File: config.mk
export PLATFORM = sky130hd
export DESIGN_NAME = sram_port_arbiter
export DESIGN_NICKNAME = d
export VERILOG_FILES = /design/src/rtl/sram_port_arbiter.sv
export SDC_FILE = /design/constraint.sdc
export NUM_CORES = 1
export LEC_CHECK = 0
export BUFFER_PORTS_ARGS = -buffer_cell sky130_fd_sc_hd__buf_4
export CAP_MARGIN = 0
export CORE_AREA = 10 10 132 134
export DETAILED_ROUTE_END_ITERATION = 7
export DIE_AREA = 0 0 142 144
export PLACE_DENSITY_LB_ADDON = 0.3
export SYNTH_ARGS = -nofsm -noshare
export SYNTH_HDL_FRONTEND = slang
export SYNTH_SLANG_ARGS = --single-unit
File: constraint.sdc
create_clock -name clk_i -period 1.8 [get_ports clk_i]
set_input_delay 0.09 -clock clk_i [delete_from_list [all_inputs] [get_ports clk_i]]
set_output_delay 0.09 -clock clk_i [all_outputs]
set_load 0.01 [all_outputs]
File: src/rtl/sram_port_arbiter.sv
// Two-port round-robin arbiter for the single-port operand/result SRAM, with optional burst lock.
// Grant and SRAM drive are combinational in the request cycle; read data returns one cycle later.
// A non-granted port simply holds req_i; an owner under lock is preempted after LOCK_MAX beats.
// Optional statistics outputs are enabled with `define ARB_STATS_EN.
module sram_port_arbiter #(
  parameter int ADDR_W   = 10,
  parameter int DATA_W   = 64,
  parameter int LOCK_MAX = 16
) (
  input  logic                  clk_i,
  input  logic                  rst_ni,
  input  logic [1:0]            req_i,
  input  logic [1:0]            lock_i,
  input  logic [1:0]            we_i,
  input  logic [2*ADDR_W-1:0]   addr_i,
  input  logic [2*DATA_W-1:0]   wdata_i,
  output logic [1:0]            gnt_o,
  output logic [1:0]            rvalid_o,
  output logic [DATA_W-1:0]     rdata_o,
  output logic                  mem_en_o,
  output logic                  mem_we_o,
  output logic [ADDR_W-1:0]     mem_addr_o,
  output logic [DATA_W-1:0]     mem_wdata_o,
  input  logic [DATA_W-1:0]     mem_rdata_i
`ifdef ARB_STATS_EN
  ,
  output logic [15:0]           gnt_cnt0_o,
  output logic [15:0]           gnt_cnt1_o,
  output logic [7:0]            force_cnt_o
`endif
);

  localparam int CNT_W = $clog2(LOCK_MAX + 1);
  localparam logic [CNT_W-1:0] CNT_MAX = CNT_W'(LOCK_MAX);

  typedef enum logic {S_ARB = 1'b0, S_OWN = 1'b1} state_e;

  state_e           state_q, state_d;
  logic             owner_q, owner_d;
  logic             ptr_q, ptr_d;
  logic [CNT_W-1:0] cnt_q, cnt_d;
  logic             rtag_vld_q, rtag_vld_d;
  logic             rtag_port_q, rtag_port_d;

  logic [1:0]       gnt;
  logic             gnt_any;
  logic             gnt_port;
  logic             owner_req;
  logic             owner_lock;
  logic             other_req;
  logic [CNT_W-1:0] cnt_nx;
  logic             force_exit;

  // State register: FSM state, owner, round-robin pointer, lock counter and read tag
  always_ff @(posedge clk_i or negedge rst_ni) begin
    if (!rst_ni) begin
      state_q     <= S_ARB;
      owner_q     <= 1'b0;
      ptr_q       <= 1'b0;
      cnt_q       <= '0;
      rtag_vld_q  <= 1'b0;
      rtag_port_q <= 1'b0;
    end else begin
      state_q     <= state_d;
      owner_q     <= owner_d;
      ptr_q       <= ptr_d;
      cnt_q       <= cnt_d;
      rtag_vld_q  <= rtag_vld_d;
      rtag_port_q <= rtag_port_d;
    end
  end

  assign owner_req  = owner_q ? req_i[1]  : req_i[0];
  assign owner_lock = owner_q ? lock_i[1] : lock_i[0];
  assign other_req  = owner_q ? req_i[0]  : req_i[1];
  // Lock counter saturates so a long uncontended burst still preempts at once when the other port arrives
  assign cnt_nx     = (owner_req && (cnt_q != CNT_MAX)) ? cnt_q + CNT_W'(1) : cnt_q;
  assign force_exit = (state_q == S_OWN) && owner_req && owner_lock &&
                      (cnt_nx == CNT_MAX) && other_req;

  // Next-state: round-robin in ARB, ownership tracking and exit conditions in OWN
  always_comb begin
    state_d     = state_q;
    owner_d     = owner_q;
    ptr_d       = ptr_q;
    cnt_d       = cnt_q;
    rtag_vld_d  = gnt_any && !mem_we_o;
    rtag_port_d = gnt_port;
    if (state_q == S_ARB) begin
      if (gnt_any) begin
        ptr_d = ~gnt_port;
        if (lock_i[gnt_port]) begin
          state_d = S_OWN;
          owner_d = gnt_port;
          cnt_d   = CNT_W'(1);
        end
      end
    end else begin
      cnt_d = cnt_nx;
      if (!owner_req || !owner_lock || force_exit) begin
        state_d = S_ARB;
        cnt_d   = '0;
      end
      if (force_exit) begin
        ptr_d = ~owner_q;
      end
    end
  end

  // Output: one-hot grant and SRAM drive from the granted port; all quiet while in reset
  always_comb begin
    gnt = 2'b00;
    if (rst_ni) begin
      if (state_q == S_OWN) begin
        gnt[owner_q] = owner_req;
      end else begin
        case (req_i)
          2'b01:   gnt = 2'b01;
          2'b10:   gnt = 2'b10;
          2'b11:   gnt = ptr_q ? 2'b10 : 2'b01;
          default: gnt = 2'b00;
        endcase
      end
    end
    gnt_any     = |gnt;
    gnt_port    = gnt[1];
    mem_en_o    = gnt_any;
    mem_we_o    = gnt_any && (gnt_port ? we_i[1] : we_i[0]);
    mem_addr_o  = '0;
    mem_wdata_o = '0;
    if (gnt_any) begin
      mem_addr_o  = gnt_port ? addr_i[2*ADDR_W-1:ADDR_W]  : addr_i[ADDR_W-1:0];
      mem_wdata_o = gnt_port ? wdata_i[2*DATA_W-1:DATA_W] : wdata_i[DATA_W-1:0];
    end
  end

  assign gnt_o    = gnt;
  assign rvalid_o = {rtag_vld_q & rtag_port_q, rtag_vld_q & ~rtag_port_q};
  assign rdata_o  = rtag_vld_q ? mem_rdata_i : '0;

`ifdef ARB_STATS_EN
  logic [15:0] gnt_cnt0_q, gnt_cnt1_q;
  logic [7:0]  force_cnt_q;

  // Saturating grant and forced-rotation counters
  always_ff @(posedge clk_i or negedge rst_ni) begin
    if (!rst_ni) begin
      gnt_cnt0_q  <= '0;
      gnt_cnt1_q  <= '0;
      force_cnt_q <= '0;
    end else begin
      if (gnt[0] && (gnt_cnt0_q != 16'hFFFF)) gnt_cnt0_q <= gnt_cnt0_q + 16'd1;
      if (gnt[1] && (gnt_cnt1_q != 16'hFFFF)) gnt_cnt1_q <= gnt_cnt1_q + 16'd1;
      if (force_exit && (force_cnt_q != 8'hFF)) force_cnt_q <= force_cnt_q + 8'd1;
    end
  end

  assign gnt_cnt0_o  = gnt_cnt0_q;
  assign gnt_cnt1_o  = gnt_cnt1_q;
  assign force_cnt_o = force_cnt_q;
`endif

endmodule

# Word level (Yosys, flattened, before mapping)
# Index checks and enable logic that the tools add are counted.
[word_totals] register_bits=10
[classes] n_addsub=1 n_lt_le_gt_ge=3 eq_ne=6 mux=29 bitwise=7 n_reduce_logical=19
[ops] operator="64-bit 2-to-1 mux" n=3
[ops] operator="5-bit 2-to-1 mux" n=5
[ops] operator="10-bit 2-to-1 mux" n=2
[ops] operator="1-bit 2-to-1 mux" n=14
[ops] operator="1-bit logical AND" n=8
[ops] operator="2-bit 2-to-1 mux" n=3
[ops] operator="2-bit one-hot mux with 3 select lines" n=1
[ops] operator="5-bit by 1-bit adder with 5-bit output, second input constant" n=1
[ops] operator="5-bit == test, second input constant" n=1
[ops] operator="5-bit inequality test, second input constant" n=1
[ops] operator="2-bit == test, second input constant" n=2
[ops] operator="1-bit by 2-bit < comparator with 1-bit output, second input constant" n=2
[ops] operator="1-bit NOT" n=4
[ops] operator="2-bit AND reduction" n=2
[ops] operator="2-bit nonzero test" n=2
[ops] operator="1-bit zero test" n=3
[ops] operator="3-bit AND reduction" n=1
[ops] operator="1-bit AND" n=2
[ops] operator="2-bit AND" n=1
[ops] operator="2-bit by 1-bit == test with 1-bit output, second input constant" n=1
[ops] operator="1-bit logical OR" n=2
[ops] operator="2-bit by 1-bit inequality test with 1-bit output, second input constant" n=1
[ops] operator="2-bit OR reduction" n=1
[ops] operator="1-bit demux with 1-bit select" n=1
[ops] operator="1-bit >= comparator, second input constant" n=1

# Longest topological paths before layout
# Gate-level depths: netlist of the first run.
[depth] ltp_word=12 ltp_mapped=8 mapped_depth_nobuf=7

# Worst setup path after synthesis of the first run
# Ideal clock, no wire load.
[synth_timing] path_type="flip-flop to flip-flop" from="register state_q" to="register cnt_q[4]" t_arrival_ns=1.685 required_ns=1.734 path_slack_ns=0.050 stages_incl_launch_ff=8 n_path_buf=1 synth_period_minus_slack_ns=1.750 cell_sequence="dfrtp_1 > buf_6 > or3b_1 > nand4_2 > inv_2 > mux2_4 > a21oi_4 > a22o_1"
[synth_via] elab_chain_len=7 word_cells_on_any_way=15
[synth_rtl] item="start, declared" line_no="38" rtl="state_e state_q, state_d;"
[synth_rtl] item="start signal, assigned" line_no="64" rtl="state_q <= state_d;"
[synth_rtl] item="parallel branches: the longest is 7 deep, another holds 2-bit 2-to-1 mux"
[synth_rtl] item="end signal, assigned" line_no="67" rtl="cnt_q <= cnt_d;"
[synth_rtl] item="end, declared" line_no="41" rtl="logic [CNT_W-1:0] cnt_q, cnt_d;"
# Several ways; the timed one is not identified. The select of a mux whose other input is x is not followed.
# A chain may end at the register's enable or synchronous reset.

# Final worst setup path of the first run
[layout_timing] from="register state_q" to="output port mem_wdata_o[40]"
[layout_via] elab_chain_len=4 word_cells_on_any_way=5
[layout_rtl] item="2-bit 2-to-1 mux (*)" line_no="114" rtl="if (state_q == S_OWN) begin"
[layout_rtl] item="2-bit 2-to-1 mux (*)" line_no="113" rtl="if (rst_ni) begin"
[layout_rtl] item="64-bit 2-to-1 mux or 2-bit OR reduction (tied branches)" line_no="133, 125"
[layout_rtl] item="64-bit 2-to-1 mux (*)" line_no="131" rtl="if (gnt_any) begin"
[layout_rtl] item="end, declared" line_no="23" rtl="output logic [DATA_W-1:0] mem_wdata_o,"
# Every way passes the cells marked *; elsewhere a longest branch is shown, timed or not.

==> metrics, run 1 <==
status=complete, but fails checks; failing checks=setup timing; cells after synthesis=between 400 and 500; Hold Path Class=in2reg; CTS HTree Levels=1; io pins=364; num rows=45; Die X=~140 um; Seq cells post-synth=10; data arrival time of the worst path=1.84 ns; CP max FO=12; final hold vios=0; commonest non-fill, non-tap cell in the layout=buf_4; port bufs=363; CORE AREA=~0.015 sq mm; crit share post-route=107%; most frequent cells in the layout=buf_4 (380), nand2_1 (134), and2_1 (67); Layout Nets=around 1000; Worst Setup Start Kind=flop; min Tclk post-route=a little under 2 ns; vias per inst=roughly 4.3; fraction of registers with async set/reset=100%; P_leak=3.28 nW; Max Freq=519 MHz; Total Neg Setup Slack=-6.60 ns; Slew @ Worst Pin=between 0.5 and 0.6 ns; critical path capture point type=primary output; RSZ-0062 raised after global routing=true; kind of critical path=reg2out; syn_nets=~630; global-route wire length before repair=about 26000 um; Syn. warnings=0; diode count=0; Layout area overhead=185%; FILL cells=between 1500 and 2000; register area share after synthesis=11.3%; Worst EP required=between 1.5 and 2 ns; drt drc=0; Inserted Clock Buffers=3; CTS tree=yes; critical path, cell by cell=or3b_4, nand4_4, buf_12, buf_12, nand2_1, a21oi_2, buf_4; DP HPWL=roughly 15000 um; vias in the first global route=around 4400; pre-CTS setup slack=roughly 0.016 ns; slowest stage cell, crit path=or3b_4; post-route setup slack=-0.127 ns; Syn Area/Cell=5.46 sq um; CTS Buffer Depth=2; Worst path most repeated cell=buf_12; WHS=approximately 0.17 ns; clock root buffer=clkbuf_16; top_reg_cell synth=dfrtp_1; Worst-path clk slew=approximately 0.05 ns; Setup violations, final=75; DR vias=around 4300; global route total overflow=0; initial core utilization=14.8%; Detail Route Antenna Nets=0; Die Y=144 um; Netlist cell types=40; Starting DRT DRC Count=around 160; initial antenna violation count=0; TritonRoute pass-1 iters=5; skew final=around 0.0029 ns; share of cells above drive strength 1=between 60 and 70%; max incr delay on CP=~0.41 ns; Max Slew Vio Count=0; Final Util=between 40 and 50%; clock latency on the worst-skew pair=0.24 ns; die area=between 0.02 and 0.025 sq mm; max_cap viols=0; pwr dens=~400 mW/mm^2; gr usage total=~16%; Peak supply drop=around 0.00022 V; RePlAce Congestion=between 0.8 and 0.9; Final Routed Wirelength=19200 um; EDFF count, synth=0; CTS Sinks=10; largest net degree at the start of global routing=67; Slew Limit Headroom=65.1%; WL per Instance=just under 20 um; Mapped Area=~0.0022 sq mm
-- metal layers --
metal  vias up  global-route usage, %  share of wire (%)
met2       228                   29.4                 52
met4         0                   2.42               0.96
met3        14                   6.76                 11
met1      1935                   16.9                 37
li1       2098                      -                  -
met5         -                      0                  0
-- Yosys cell counts, types with 2 or more instances --
library cell  count  area [sq um]
o21ai_0           5          25.0
inv_1             5          18.8
buf_1             4          15.0
ha_1              2          25.0
nand4_1           2          12.5
buf_2            11          55.1
dfrtp_1          10           250
a211o_1           2          17.5
a21oi_1          77           385
nor4_1            3          18.8
clkbuf_1         17          63.8
nand3_1           3          15.0
nor2_1            7          26.3
nand2_1         160           601
and2_1           67           419
and3_1            2          12.5
mux2i_1           4          40.0
-- final cells by class --
| cell class | instances | area [sq um] | share of cell area (%) |
|---|---|---|---|
| clock buffers | 4 | 88.8 | 1.41 |
| inverters | 6 | 27.5 | 0.438 |
| multi-input cells | 355 | 2110 | 33.6 |
| flip-flops and latches | 10 | 250 | 3.98 |
| well taps | 188 | 235 | 3.74 |
| repair buffers | 420 | 3570 | 56.8 |
-- repair_timing --
action,4_1_cts,5_1_grt
hold endpoints to repair,10,0
gates cloned,7,3
resized for setup,63,57
pin swaps,9,10
endpoints found under the setup margin,76,82
hold buffers,1,0
buffers inserted,15,0
-- sequential cells by signal, indices dropped and copies added (netlist names) --
name and count:
owner_q 1, ptr_q 1, state_q 1, cnt_q 5, rtag_port_q 1, rtag_vld_q 1
-- path summary, 6_finish.rpt --
| check | depth (start not counted) | start | slack, ns | to |
|---|---|---|---|---|
| max reg2reg | 7 | state_q$_DFF_PN0_ | 0 | cnt_q[4]$_DFFE_PN0P_ |
| min reg2reg | 1 | cnt_q[4]$_DFFE_PN0P_ | 0.60 | cnt_q[4]$_DFFE_PN0P_ |
| max in group asynchronous | 2 | rst_ni | 1.04 | cnt_q[4]$_DFFE_PN0P_ |
| max | 7 | state_q$_DFF_PN0_ | -0.13 | mem_wdata_o[40] |
| min in group asynchronous | 2 | rst_ni | 0.41 | rtag_port_q$_DFF_PN0_ |
| min | 3 | lock_i[1] | 0.17 | owner_q$_DFFE_PN0P_ |
-- stage by stage --
step	instances	instance area (sq um)	total power, mW
final	983	6290	2.50
after global routing	983	6290	2.66
after CTS	981	6040	2.42
after detailed placement	955	5390	1.72
after global placement	955	5390	1.72
after floorplan	404	2210	0.788
-- power by group --
| group | internal [mW] | total, mW | switching (mW) |
|---|---|---|---|
| sequential | 0.244 | 0.254 | 0.0107 |
| combinational | 1.00 | 1.79 | 0.787 |
| clock | 0.336 | 0.461 | 0.125 |
-- critical path: cells and delay by family, from the launching register on --
kind	cells	cell delay (ns)
flops	1	0.37
buf+inv	3	0.47
simple gates	3	0.60
compound gates	1	0.15
-- logic make-up (layout without fill, tap and decap cells) --
| group | after synthesis | count (layout) | synth area share (%) |
|---|---|---|---|
| muxes | 6 | 6 | 3.01 |
| xor gates and xnor gates | 2 | 2 | 0.794 |
| DFF | 10 | 10 | 11.3 |
| and+or+nand+nor | 251 | 251 | 52.8 |
| AOI/OAI and AO/OA | 94 | 94 | 23.3 |
| buffers and inverters | 39 | 430 | 7.60 |
| adders and majority gates | 2 | 2 | 1.13 |
Power figures use the tool's default switching activity.
==> run 2: changes to the inputs <==
--- a/config.mk
+++ b/config.mk
@@ -7,9 +7,11 @@
 export LEC_CHECK = 0
 export BUFFER_PORTS_ARGS = -buffer_cell sky130_fd_sc_hd__buf_4
 export CAP_MARGIN = 0
-export CORE_AREA = 10 10 132 134
+export CELL_PAD_IN_SITES_DETAIL_PLACEMENT = 0
+export CELL_PAD_IN_SITES_GLOBAL_PLACEMENT = 1
+export CORE_MARGIN = 10
+export CORE_UTILIZATION = 14
 export DETAILED_ROUTE_END_ITERATION = 7
-export DIE_AREA = 0 0 142 144
 export PLACE_DENSITY_LB_ADDON = 0.3
 export SYNTH_ARGS = -nofsm -noshare
 export SYNTH_HDL_FRONTEND = slang
==> run 2 against run 1 <==
  * The run still ends with setup timing left
  * Wire length is 0.89% higher
  * Largest cell class unchanged
  * Largest power group unchanged
  * Clock power is 3% lower
  * Total power is 4.6% lower
  * Non-clock buffer count is 18 lower
  * First-iteration DRC count is 19% lower
  * Clock-buffer cell count stayed put
  * Via count is 1.0% lower
  * Global-route usage is 0.48 points higher
  * Flip-flop and latch count stayed put
  * Sequential share of layout area is 0.17 points higher
==> metrics, run 2 (synthesis gave the netlist of run 1 again) <==
Detail Route Antenna Nets=0 (unchanged); status=complete, but fails checks; RSZ-0062 raised after global routing=true; Final Util=39.6% (-2.7 points); max_cap viols=0 (unchanged); total design power=2.39 mW (-4.6%); Inserted Clock Buffers=3 (unchanged); Worst Setup Start Kind=flop; post-route setup slack=-0.158 ns (-0.0309 ns); diode count=0 (unchanged); CTS HTree Levels=1 (unchanged); min Tclk post-route=1.96 ns (+0.0309 ns); skew final=0.00209 ns (-0.000827 ns); Top reg by flops=cnt_q; Worst-path clk slew=0.04 ns (about the same); Slew Limit Headroom=66.0% (+0.87 points); failing checks=setup timing; TritonRoute pass-1 iters=4 (-1); die area=0.0212 sq mm (+3.6%); Layout area overhead=175%; pwr dens=394 mW/mm^2 (-1.0%); CORE AREA=0.0153 sq mm (+3.0%); max reg flops=5 (unchanged); Setup violations, final=81 (+8.0%); share of cells above drive strength 1=61.9% (-1.9 points); DP HPWL=14800 um (-2.6%); WL per Instance=19.6 um (+0.38%); drt drc=0 (unchanged); RePlAce Congestion=0.838 (+1.8%); largest net degree at the start of global routing=67 (unchanged); Max Slew Vio Count=0 (unchanged); final hold vios=0 (unchanged); CTS Buffer Depth=2 (unchanged); vias per inst=4.28 (-1.5%); commonest non-fill, non-tap cell in the layout=buf_4; most frequent cells in the layout=buf_4 (376), nand2_1 (149), and2_1 (67); io pins=364 (unchanged); vias in the first global route=4519 (+3.9%); data arrival time of the worst path=1.87 ns (+0.03 ns); clock latency on the worst-skew pair=0.24 ns (about the same); CP max FO=6 (-6); Die X=146 um (+2.5%); gr usage total=16.5% (+0.48 points); Peak supply drop=0.000256 V (+18%); Layout Nets=1000 (-1.8%); initial antenna violation count=0 (unchanged); Starting DRT DRC Count=132 (-19%); placed insts=962 (+0.73%); Final Instance Count excl. Fillers=988 (+0.51%); CTS tree=yes; port bufs=363 (unchanged); global route total overflow=0 (unchanged); DR vias=4231 (-1.0%); critical path capture point type=primary output; P_leak=3.16 nW (-3.9%); kind of critical path=reg2out; clock root buffer=clkbuf_16; Final Routed Wirelength=19400 um (+0.89%); num rows=45 (unchanged); CTS Sinks=10 (unchanged); Max Freq=511 MHz (-1.6%); pre-CTS setup slack=0.0101 ns (-0.00552 ns); Worst EP required=1.71 ns (about the same); crit share post-route=109% (+1.7 points); r2r setup slk=-0.11 ns (-0.11 ns); Hold Path Class=in2reg; Die Y=146 um (+1.1%); Total Neg Setup Slack=-9.37 ns (-2.77 ns); Slew @ Worst Pin=0.509 ns (-0.0130 ns); global-route wire length before repair=27700 um (+6.9%); initial core utilization=14.4% (-0.44 points)
[run 2: changes by cell type in the layout (fill, tap and decap cells not counted), moves of 2 or more]
cell	before	now
ha_1	0	2
buf_8	5	1
nand2_1	134	149
buf_6	13	7
nand2_2	25	11
a21oi_2	38	47
a21oi_1	39	30
buf_12	11	5
buf_4	380	376
[run 2: through the flow]
| stage | hold slack, ns | instance area [sq um] |
|---|---|---|
| after global routing | 0.166 | 6060 |
| after detailed placement | -0.0453 | 5240 |
| after global placement | -0.0474 | 5240 |
| after CTS | 0.132 | 5820 |
| final | 0.136 | 6060 |
| after floorplan | -0.206 | 2210 |
[run 2: cell type report]
cell class                 instances  area [sq um]
multi-input combinational        355          2070
timing repair buffer             402          3350
clock buffer                       4          88.8
fill                            1597          9250
sequential                        10           251
inverter                           6          32.5
tap                              211           264
[run 2: layer usage]
| layer | routed length (um) | up-vias | global-route usage (%) |
|---|---|---|---|
| li1 | - | 2068 | - |
| met1 | 7240 | 1905 | 17.4 |
| met2 | 10200 | 235 | 31.1 |
| met3 | 1470 | 23 | 4.78 |
| met4 | 449 | 0 | 4.35 |
| met5 | 0 | - | 0 |
[run 2: critical path: stages (launching register included)]
cell and delay (ns):
dfrtp_2 0.43, mux2_4 0.32, buf_6 0.12, o21ai_4 0.16
buf_6 0.14, buf_12 0.12, clkbuf_16 0.15, a21oi_1 0.04
buf_4 0.14
[run 2: where the power goes]
part	internal, mW	switching (mW)
combinational	0.927	0.757
clock	0.335	0.114
sequential	0.244	0.0114
[run 2: path summary, 6_finish.rpt]
check,startpoint,end,cells past startpoint
worst max-delay path,owner_q$_DFFE_PN0P_,mem_wdata_o[33],8
worst min-delay path,lock_i[1],owner_q$_DFFE_PN0P_,3
worst max register to register,ptr_q$_DFFE_PN0P_,cnt_q[4]$_DFFE_PN0P_,7
worst min register to register,cnt_q[4]$_DFFE_PN0P_,cnt_q[4]$_DFFE_PN0P_,1
max in group asynchronous,rst_ni,owner_q$_DFFE_PN0P_,2
min in group asynchronous,rst_ni,rtag_port_q$_DFF_PN0_,2
[run 2: what timing repair did]
action	in CTS	in global routing
hold buffers	1	0
gates cloned	9	3
setup buffers	9	1
pin swaps	5	9
setup endpoints to repair	77	84
hold endpoints to repair	10	0
gates resized for setup	47	50
